$ cat src/rtl/switch_debounce.sv
// Multi-channel push-button debouncer: per-channel synchroniser, stability counter,
// clean level plus press/release pulses. Optional abort counter via SWITCH_DEBOUNCE_GLITCH_CNT_EN.
module switch_debounce #(
    parameter int NUM_SWITCHES   = 4,
    parameter int DEBOUNCE_LIMIT = 250000,
    parameter int SYNC_STAGES    = 2
) (
    input  logic                    i_clk,
    input  logic                    i_rst_n,
    input  logic [NUM_SWITCHES-1:0] i_switch,
    output logic [NUM_SWITCHES-1:0] o_switch,
    output logic [NUM_SWITCHES-1:0] o_press,
    output logic [NUM_SWITCHES-1:0] o_release
`ifdef SWITCH_DEBOUNCE_GLITCH_CNT_EN
    ,
    output logic [7:0]              o_glitch_cnt
`endif
);

    localparam int            CW      = $clog2(DEBOUNCE_LIMIT + 1);
    localparam logic [CW-1:0] CNT_MAX = CW'(DEBOUNCE_LIMIT - 1);

`ifdef SWITCH_DEBOUNCE_GLITCH_CNT_EN
    logic [NUM_SWITCHES-1:0] abort;
`endif

    for (genvar i = 0; i < NUM_SWITCHES; i++) begin : g_lane
        logic [SYNC_STAGES-1:0] sync_q;
        logic [CW-1:0]          cnt_q;
        logic                   sw_q, pr_q, rl_q;
        logic                   s;

        assign s            = sync_q[SYNC_STAGES-1];
        assign o_switch[i]  = sw_q;
        assign o_press[i]   = pr_q;
        assign o_release[i] = rl_q;
`ifdef SWITCH_DEBOUNCE_GLITCH_CNT_EN
        // Counting had started but the input fell back before acceptance.
        assign abort[i] = (cnt_q != '0) && (s == sw_q);
`endif

        always_ff @(posedge i_clk or negedge i_rst_n) begin
            if (!i_rst_n) begin
                sync_q <= '0;
                cnt_q  <= '0;
                sw_q   <= 1'b0;
                pr_q   <= 1'b0;
                rl_q   <= 1'b0;
            end else begin
                sync_q <= {sync_q[SYNC_STAGES-2:0], i_switch[i]};
                pr_q   <= 1'b0;
                rl_q   <= 1'b0;
                if (s == sw_q) begin
                    cnt_q <= '0;
                end else if (cnt_q == CNT_MAX) begin
                    sw_q  <= s;
                    cnt_q <= '0;
                    pr_q  <= s;
                    rl_q  <= ~s;
                end else begin
                    cnt_q <= cnt_q + 1'b1;
                end
            end
        end
    end

`ifdef SWITCH_DEBOUNCE_GLITCH_CNT_EN
    // Simultaneous aborts on several channels count as a single event.
    always_ff @(posedge i_clk or negedge i_rst_n) begin
        if (!i_rst_n)
            o_glitch_cnt <= '0;
        else if ((|abort) && (o_glitch_cnt != 8'hFF))
            o_glitch_cnt <= o_glitch_cnt + 8'd1;
    end
`endif

endmodule

$ cat config.mk
export PLATFORM = sky130hd
export DESIGN_NAME = switch_debounce
export DESIGN_NICKNAME = d
export VERILOG_FILES = /design/src/rtl/switch_debounce.sv
export SDC_FILE = /design/constraint.sdc
export NUM_CORES = 1
export LEC_CHECK = 0
export BUFFER_PORTS_ARGS = -buffer_cell sky130_fd_sc_hd__buf_2
export CAP_MARGIN = 20
export CORE_MARGIN = 1.5
export CORE_UTILIZATION = 32
export CTS_CLUSTER_DIAMETER = 50
export DETAILED_ROUTE_END_ITERATION = 8
export PLACE_DENSITY = 0.54
export SYNTH_ARGS = -nofsm -noshare
export SYNTH_HDL_FRONTEND = slang
export SYNTH_SLANG_ARGS = --single-unit
$ cat constraint.sdc
create_clock -name i_clk -period 1.91 [get_ports i_clk]
set_clock_uncertainty 0.15 [all_clocks]
set_input_delay 0.382 -clock i_clk [delete_from_list [all_inputs] [get_ports i_clk]]
set_output_delay 0.382 -clock i_clk [all_outputs]
set_load 0.005 [all_outputs]
==> summary.md <==
| Metric | Value |
|---|---|
| Run status | `finished with violations` |
| Violated checks | `setup timing` |
| Global placement routability congestion | `0.772` |
| Core Util, Final | `0.431` |
| CTS root buf | `clkbuf_16` |
| Area share of the largest cell type after synthesis | `0.527` |
| Placeable core area | `0.0133 mm2` |
| Clock latency at the later pin of the worst-skew pair | `0.34 ns` |
| Standard-cell rows | `42` |
| Reported max-cap violation count | `0` |
| Combined global-route utilization of all metal layers | `0.139` |
| Wire length reported by the detailed router | `9380 um` |
| Die height | `120 um` |
| Starting Density | `0.329` |
| Count of routing violations after the opening detailed-route iteration | `86` |
| Layout filler cell count | `1277` |
| Critical path capture point type | `flop` |
| Number of distinct library cell variants in the gate-level netlist after synthesis | `36` |
| Total Power | `3.98 mW` |
| Number of warnings issued by yosys | `0` |
| Count of port buffers added during placement | `17` |
| Vias in the first global route | `3306` |
| Final max-slew violation count | `0` |
| Path type of the worst min-delay path | `reg2reg` |
| Design area | `0.00573 mm2` |
| Maximum fanout along the worst path | `4` |
| Clock tree buffer depth | `2` |
| Die outline width | `120 um` |
| Remaining number of nets flagged by the antenna check after routing | `0` |
| Delay of the slowest cell on the worst path | `0.52 ns` |
| Fin nets | `521` |
| Slowest-stage cell, CP | `or4_4` |
| Vias per Instance | `4.86` |
| Top delay family on crit path | `simple AND/OR/NAND/NOR gates` |
| Full die area | `0.0144 mm2` |
| Total nets after synthesis | `424` |
| Unrepaired setup endpoints after global routing | `yes` |
| H-tree levels | `3` |
| Clock tree from TritonCTS | `done` |
| Dominant cell type by area after synthesis | `dfrtp_1` |
| Most Frequent Cell on Critical Path | `or4_4` |
| Slew at the pin closest to its max-slew limit | `0.415 ns` |
| Maximum clock frequency | `511 MHz` |
| Type of the setup path with the least slack | `reg2reg` |
| Mapped Area | `0.00437 mm2` |
| Post-synthesis area per instance | `10.6 um2` |
| Worst slack at placement | `-0.0445 ns` |
| Final worst path period need | `1.96 ns` |
| Static leakage power | `2.45 nW` |
| Final critical-path share of the clock period | `1.02` |
| Ant diodes | `0` |
| Post-route DRC violation count | `0` |
| Fraction of layout cells with a size suffix above 1 | `0.318` |
| Seq cells post-synth | `92` |
| WP buf/inv | `0` |
| Total placed cells including tap cells | `661` |
| Crit path arrival time | `2.03 ns` |
| Max-slew headroom | `0.721` |
| Non-filler instance count after layout | `692` |
| Worst hold slack across all endpoints | `0.199 ns` |
| Final worst-path setup slack | `-0.0462 ns` |
| Sequential-to-total area share from yosys stat | `0.527` |
| Grt total ovfl | `0` |
| Clock slew at the register clock pins of the worst setup and hold paths | `0.06 ns` |
| Required time at the worst-slack endpoint | `1.98 ns` |
| Power per cell area | `695 mW/mm2` |
| Launching element type of the critical path | `flop` |
| Setup Total Neg Slack | `-0.0534 ns` |
| Total number of vias | `3365` |
| Wire length of the first global-routing pass | `15800 um` |
| Top area cells in the synthesized netlist | `dfrtp_1 (53%), xnor2_1 (8.0%), nor2_1 (6.2%), xor2_1 (4.0%), nand4_1 (3.2%)` |
| IO Pins | `18` |
| TritonCTS Buffers | `9` |
| Antenna violations before repair | `0` |
| Routed wirelength normalized by instance count | `13.6 um` |
| Half-perimeter wire length after detailed placement | `6490 um` |
| Number of hold violations in the final report | `0` |
| Maximum number of pins on one net before global-route repair | `57` |
| Worst-path cell chain | `or4_4 -> or4_4 -> mux2_4` |
| Layout overhead on the synthesized area | `31.1%` |
| Setup violators final | `3` |
| Worst VDD drop | `0.500 mV` |
| Number of sinks driven by the clock tree | `92` |
| Initial DRT Pass Iterations | `4` |
| Post-DP Area | `0.00512 mm2` |
| Number of standard cells after synthesis | `414` |
-- cell usage after synthesis --
master	instances
mux2_2	2
a31o_2	1
nor4_1	20
o31ai_1	5
buf_4	13
nand2_1	24
or3_4	1
nand4_1	22
xor2_1	20
nand3_1	24
or4_4	4
or3_1	2
a21oi_1	8
and4_1	6
dfrtp_1	92
mux2_4	2
and3_2	1
nand3b_1	1
nor2_1	72
ha_1	4
clkbuf_2	1
and3_1	4
nor3_1	9
buf_2	3
nor4b_1	1
nor3b_1	8
xnor2_1	40
nor2b_1	1
nand3_2	1
and4bb_2	1
inv_1	7
o41ai_4	2
o21ai_0	2
or4b_1	1
or4_1	7
o41ai_2	2
-- flip-flops by register name, summed over array words and instances (netlist names) --
register / cells
g_lane.cnt_q: 72
g_lane.sync_q: 8
g_lane.pr_q: 4
g_lane.rl_q: 4
g_lane.sw_q: 4
-- final cells by class --
type / count / area [um2] / share of cell area
clock buffer: 11 / 243 / 0.0424
tap: 176 / 220 / 0.0385
timing repair buffer: 103 / 786 / 0.137
sequential: 92 / 2300 / 0.402
multi-input combinational: 298 / 2090 / 0.364
inverter: 7 / 26.3 / 0.00459
clock inverter: 5 / 61.3 / 0.0107
-- kinds of logic after synthesis --
| group | synth area share |
|---|---|
| compound gates | 0.0421 |
| xor+xnor | 0.120 |
| simple gates | 0.254 |
| mux | 0.0120 |
| flops | 0.527 |
| fa+ha+maj | 0.0115 |
| buf+inv | 0.0329 |
-- where the power goes --
| part | internal [mW] | switching, mW |
|---|---|---|
| Clock | 1.05 | 0.748 |
| Sequential | 1.98 | 0.0261 |
| Combinational | 0.0779 | 0.0994 |
| Total | 3.11 | 0.874 |
-- layer usage --
layer | GRT usage | up-vias | routed length [um]
met5 | 0 | - | 0
met4 | 0.0469 | 0 | 126
met3 | 0.0352 | 9 | 206
met2 | 0.224 | 24 | 4540
met1 | 0.182 | 1676 | 4500
li1 | - | 1656 | -
-- final timing paths --
path                                            endpoint                           from  depth (start not counted)  slack [ns]
max                           g_lane[1].sw_q$_DFFE_PN0P_  g_lane[1].cnt_q[11]$_DFF_PN0_                          3       -0.05
min                        g_lane[1].sync_q[1]$_DFF_PN0_  g_lane[1].sync_q[0]$_DFF_PN0_                          0        0.20
max reg2reg                   g_lane[1].sw_q$_DFFE_PN0P_  g_lane[1].cnt_q[11]$_DFF_PN0_                          3       -0.05
min reg2reg                g_lane[1].sync_q[1]$_DFF_PN0_  g_lane[1].sync_q[0]$_DFF_PN0_                          0        0.20
max in group asynchronous   g_lane[1].cnt_q[4]$_DFF_PN0_                        i_rst_n                          3        0.71
min in group asynchronous       g_lane[2].rl_q$_DFF_PN0_                        i_rst_n                          2        0.28
-- timing repair --
action / 4_1_cts / 5_1_grt
pin swaps: 4 / 18
setup endpoints to repair: 5 / 78
gates cloned: 0 / 2
setup buffers: 2 / 7
gates resized for setup: 6 / 40
hold buffers: 5 / 0
endpoints found under the hold margin: 66 / 0
-- placed cells by master, fill, tap and decap left out, types with 10 or more instances in the layout --
master   Yosys  routed
nand3_1     24      24
nor4_1      20      14
nor2_2       0      10
buf_2        3      17
nand4_1     22      22
xnor2_1     40      40
dfrtp_1     92      91
buf_4       13      72
xor2_1      20      20
nor2_1      72      61
nand2_1     24      23
(Power assumes the default switching activity.)
